$ cat src/rtl/psa_accum_ctrl.sv
// Multi-cycle reducer: sums a stream of packed 4x4-bit operands with per-lane saturating add.
// Optional sticky per-lane saturation flags when PSA_ACCUM_SAT_FLAGS_EN is defined.

module psa_lane_sat #(
  parameter int VEC_W = 4
) (
  input  logic [VEC_W-1:0] a,
  input  logic [VEC_W-1:0] b,
  output logic [VEC_W-1:0] y
`ifdef PSA_ACCUM_SAT_FLAGS_EN
  ,
  output logic             ovf
`endif
);
  logic [VEC_W-1:0] s;
  logic             pos_ovf, neg_ovf;

  assign s       = a + b;
  assign pos_ovf = ~a[VEC_W-1] & ~b[VEC_W-1] &  s[VEC_W-1];
  assign neg_ovf =  a[VEC_W-1] &  b[VEC_W-1] & ~s[VEC_W-1];

  always_comb begin
    y = s;
    if (pos_ovf)      y = {1'b0, {(VEC_W-1){1'b1}}};
    else if (neg_ovf) y = {1'b1, {(VEC_W-1){1'b0}}};
  end

`ifdef PSA_ACCUM_SAT_FLAGS_EN
  assign ovf = pos_ovf | neg_ovf;
`endif
endmodule

module psa_accum_ctrl (
  input  logic        clk,
  input  logic        rst_n,
  input  logic        start,
  input  logic [3:0]  count,
  input  logic        in_valid,
  input  logic [15:0] in_data,
  output logic        in_ready,
  output logic        out_valid,
  output logic [15:0] out_data,
  input  logic        out_ready,
  output logic        busy,
  output logic [3:0]  sat_flags
);
  localparam int NUM_LANES = 4;
  localparam int VEC_W     = 4;

  typedef enum logic [1:0] {IDLE, ACCUM, DONE} state_t;

  state_t      state_q, state_d;
  logic [15:0] acc_q, acc_d;
  logic [3:0]  rem_q, rem_d;

  logic [NUM_LANES-1:0][VEC_W-1:0] acc_lanes, in_lanes, sum_lanes;

  assign acc_lanes = acc_q;
  assign in_lanes  = in_data;

`ifdef PSA_ACCUM_SAT_FLAGS_EN
  logic [NUM_LANES-1:0] lane_ovf;
  logic [NUM_LANES-1:0] sat_q, sat_d;
`endif

  for (genvar k = 0; k < NUM_LANES; k++) begin : g_lane
    psa_lane_sat #(.VEC_W(VEC_W)) u_lane (
      .a   (acc_lanes[k]),
      .b   (in_lanes[k]),
      .y   (sum_lanes[k])
`ifdef PSA_ACCUM_SAT_FLAGS_EN
      ,
      .ovf (lane_ovf[k])
`endif
    );
  end

  logic accept;
  assign accept = (state_q == ACCUM) && in_valid;

  always_comb begin
    state_d = state_q;
    acc_d   = acc_q;
    rem_d   = rem_q;
`ifdef PSA_ACCUM_SAT_FLAGS_EN
    sat_d   = sat_q;
`endif
    case (state_q)
      IDLE: if (start) begin
        acc_d = '0;
`ifdef PSA_ACCUM_SAT_FLAGS_EN
        sat_d = '0;
`endif
        if (count != 4'd0) begin
          rem_d   = count;
          state_d = ACCUM;
        end else begin
          state_d = DONE;
        end
      end
      ACCUM: if (accept) begin
        acc_d = sum_lanes;
        rem_d = rem_q - 4'd1;
`ifdef PSA_ACCUM_SAT_FLAGS_EN
        sat_d = sat_q | lane_ovf;
`endif
        if (rem_q == 4'd1) state_d = DONE;
      end
      DONE: if (out_ready) state_d = IDLE;
      default: state_d = IDLE;
    endcase
  end

  always_ff @(posedge clk or negedge rst_n) begin
    if (!rst_n) begin
      state_q <= IDLE;
      acc_q   <= '0;
      rem_q   <= '0;
    end else begin
      state_q <= state_d;
      acc_q   <= acc_d;
      rem_q   <= rem_d;
    end
  end

`ifdef PSA_ACCUM_SAT_FLAGS_EN
  always_ff @(posedge clk or negedge rst_n) begin
    if (!rst_n) sat_q <= '0;
    else        sat_q <= sat_d;
  end
  assign sat_flags = sat_q;
`else
  assign sat_flags = 4'b0000;
`endif

  // All outputs decode registered state only; no input reaches an output combinationally.
  assign in_ready  = (state_q == ACCUM);
  assign out_valid = (state_q == DONE);
  assign out_data  = acc_q;
  assign busy      = (state_q != IDLE);
endmodule
$ cat config.mk
export PLATFORM = sky130hd
export DESIGN_NAME = psa_accum_ctrl
export DESIGN_NICKNAME = d
export VERILOG_FILES = /design/src/rtl/psa_accum_ctrl.sv
export SDC_FILE = /design/constraint.sdc
export NUM_CORES = 1
export LEC_CHECK = 0
export CAP_MARGIN = 20
export CORE_UTILIZATION = 54
export CTS_CLUSTER_SIZE = 30
export DETAILED_ROUTE_END_ITERATION = 10
export GPL_TIMING_DRIVEN = 0
export PLACE_DENSITY_LB_ADDON = 0.1
export REMOVE_ABC_BUFFERS = 1
export SYNTH_ARGS = -nofsm -noshare
export SYNTH_HDL_FRONTEND = slang
export SYNTH_SLANG_ARGS = --single-unit
$ cat constraint.sdc
create_clock -name clk -period 2.55 [get_ports clk]
set_input_delay 0.51 -clock clk [delete_from_list [all_inputs] [get_ports clk]]
set_output_delay 0.51 -clock clk [all_outputs]
set_load 0.005 [all_outputs]
==> impl_metrics.env, run 1 <==
export IMPL_cp_startpoint="state_q[1]$_DFFE_PN0P_"
export IMPL_max_stage_delay_ps=530
export IMPL_clkSinkCount=22
export IMPL_synth_area_sq_um=1940
export IMPL_portBuffers=43
export IMPL_ys_seq_area_share_pct=28.4
export IMPL_cp_num_buf_inv=2
export IMPL_dpl_cell_area_sq_um=2380
export IMPL_post_cts_resized=0
export IMPL_dieWidth_um=61.9
export IMPL_crit_path_start_kind="flop"
export IMPL_worstSetupPathType="flop to output port"
export IMPL_dr_pass1_iters=4
export IMPL_finalCritPeriodShare_pct=91.0
export IMPL_yosysTopAreaCellShare_pct=28.4
export IMPL_hold_path_class="input port to async pin"
export IMPL_power_density_nw_per_um2=985
export IMPL_grtUsageTotal_pct=21.5
export IMPL_final_cell_area_sq_um=2410
export IMPL_start_util_pct=57.1
export IMPL_vias=1628
export IMPL_grt_remaining_overflow=0
export IMPL_rsz0062_at_grt="false"
export IMPL_setup_viol=0
export IMPL_std_cell_rows=21
export IMPL_finClkSkew_ps=6.14
export IMPL_final_nets=307
export IMPL_coreArea_sq_um=3390
export IMPL_cts_tree="done"
export IMPL_cts_buffer_depth=2
export IMPL_yosysMostFrequentCell="inv_1"
export IMPL_yosys_most_used_dff="dfrtp_1"
export IMPL_worstPathRequired_ps=2040
export IMPL_max_freq_ghz=0.431
export IMPL_drive_above_1_share_pct=6.69
export IMPL_crit_slowest_cell="clkdlybuf4s50_1"
export IMPL_synth_commonest_cells="inv_1, nand2_1, dfrtp_1, ha_1"
export IMPL_critPathTopFamily="buffers and inverters"
export IMPL_gp_congestion=0.821
export IMPL_clk_insertion_delay_late_ps=300
export IMPL_viasPerCell=5.43
export IMPL_async_flop_share_pct=100
export IMPL_grt_pass1_vias=1475
export IMPL_hold_viol_final=0
export IMPL_clk_pin_slew_ps=130
export IMPL_worst_pin_slew_ps=558
export IMPL_ant_nets=0
export IMPL_antenna_cells=0
export IMPL_pre_cts_slack_ps=134
export IMPL_drv_slew=0
export IMPL_post_route_min_period_ps=2320
export IMPL_p_leak_nw=1.12
export IMPL_finalWorstSetupSlack_ps=228
export IMPL_die_height_um=61.9
export IMPL_detail_route_wl_per_cell_um=12.4
export IMPL_r2r_start="out_data[9]$_DFFE_PN0P_"
export IMPL_maxCapViolCount=0
export IMPL_ys_ff_latch=22
export IMPL_ios=48
export IMPL_end_kind="output port"
export IMPL_dieArea_sq_um=3830
export IMPL_antenna_found_initial=0
export IMPL_drcViolationCount=0
export IMPL_synth_cell_types=52
export IMPL_syn_to_final_growth_pct=24.7
export IMPL_yosys_top_cells_area="dfrtp_1, ha_1, inv_1, nand2_1, fa_1"
export IMPL_cts_hold_buf=0
export IMPL_root_buffer="clkbuf_4"
export IMPL_status="complete, no violations"
export IMPL_dp_hpwl_um=2820
export IMPL_grt_pass1_wl_um=6100
export IMPL_synth_edf_count=0
export IMPL_grt_max_degree=23
export IMPL_crit_path_cell_trace="nand2b_1, inv_1, clkdlybuf4s50_1"
export IMPL_cts_buffers=3
export IMPL_r2r_slack_ps=710
export IMPL_path_depth=3
export IMPL_final_setup_tns_ps=0
export IMPL_peakVddDrop_mv=0.506
export IMPL_drtIter0Drc=58
export IMPL_totalWireLength_um=3720
export IMPL_syn_inst=213
export IMPL_yosys_warnings=0
export IMPL_yosysTopAreaCell="dfrtp_1"
export IMPL_syn_area_per_cell_sq_um=9.09
export IMPL_slew_headroom_pct=62.8
export IMPL_worstRegToRegCells=5
export IMPL_h_tree_depth=1
export IMPL_cp_max_fo=9
export IMPL_cts_setup_buffers=0
export IMPL_arrival_ps=1810
final timing paths:
kind,endpoint
setup reg to reg,out_data[11]$_DFFE_PN0P_
hold / removal,out_data[0]$_DFFE_PN0P_
min in group clk,out_data[4]$_DFFE_PN0P_
max in group asynchronous,rem_q[0]$_DFFE_PN0P_
setup / recovery,in_ready
hold reg to reg,out_data[4]$_DFFE_PN0P_
cell type report:
cell class	count	area (sq um)
Timing Repair Buffer	44	445
Multi-Input combinational cell	159	1240
Clock buffer	3	22.5
Tap cell	46	57.6
Inverter	26	97.6
Sequential cell	22	551
Fill cell	276	975
registers in the layout (all words and copies together) (netlist names):
signal    count
out_data     16
rem_q         4
state_q       2
power breakdown:
| group | internal [mW] | total (mW) | leakage [nW] | switching (mW) |
|---|---|---|---|---|
| logic | 0.793 | 1.52 | 0.843 | 0.731 |
| registers | 0.521 | 0.694 | 0.266 | 0.174 |
| clock network | 0.0551 | 0.161 | 0.0138 | 0.106 |
per-stage QoR:
| stage | hold slack, ps | power, mW | std cells | utilization [%] |
|---|---|---|---|---|
| 2_1_floorplan | 214 | 1.68 | 207 | - |
| 3_3_place_gp | 514 | 2.19 | 296 | 70.1 |
| 3_5_place_dp | 516 | 2.23 | 296 | 70.1 |
| 4_1_cts | 545 | 2.39 | 299 | 70.8 |
| 5_1_grt | 516 | 2.64 | 300 | 71.2 |
| 6_report | 519 | 2.38 | 300 | 71.2 |
layer usage:
metal | vias up | part of all wire [%] | GRT usage (%)
li1 | 831 | - | -
met1 | 754 | 50 | 28.4
met2 | 41 | 46 | 35.5
met3 | 2 | 3.6 | 3.31
met4 | 0 | 0.51 | 8.57
met5 | - | 0 | 0
cell families (layout without fill, tap and decap cells):
group                    count (synthesis)  count (layout)  share of synthesized area (%)
buffers and inverters                   35              73                           8.07
XOR/XNOR                                 6               6                           2.71
flip-flops                              22              22                           28.4
AND/OR/NAND/NOR                         69              69                           20.3
multiplexers                             5               5                           2.91
adder cells (fa/ha/maj)                 26              26                           18.3
AO/OA/AOI/OAI                           49              49                           19.1
other                                    1               4                          0.194
layout by cell type, fill, tap and decap left out, types with 2 or more instances in the layout:
master / instances
mux2i_1: 3
a21o_1: 3
ha_1: 22
a211o_1: 3
nor4b_1: 2
fa_1: 4
clkbuf_4: 3
nor2_1: 3
nor3b_1: 3
clkdlybuf4s50_1: 43
o21ai_1: 4
and3_1: 3
a22oi_1: 2
o21ai_0: 3
nand2b_1: 7
o311ai_1: 3
a311oi_1: 2
o221ai_1: 4
and3_2: 2
nor3_1: 5
nand3_1: 9
inv_1: 26
nand2_1: 24
dfrtp_1: 22
conb_1: 4
o21bai_1: 3
o211ai_1: 6
xnor2_1: 3
a21oi_1: 9
xor2_1: 3
No activity file was read; power rests on OpenSTA's default activity.
==> run 2: changes to the inputs <==
==> constraint.sdc (replaced) <==
create_clock -name clk -period 2.55 [get_ports clk]
set_input_delay 0.51 -clock clk [delete_from_list [all_inputs] [get_ports clk]]
set_output_delay 0.51 -clock clk [all_outputs]
set_load 0.01 [all_outputs]
==> results of run 2 <==
Same layout as run 1 (identical final DEF). Status: complete, no violations.
Among the figures that moved: setup slack after layout 228 ps -> 193 ps; total power 2.38 mW -> 2.44 mW; worst IR drop on VDD 0.506 mV -> 0.517 mV
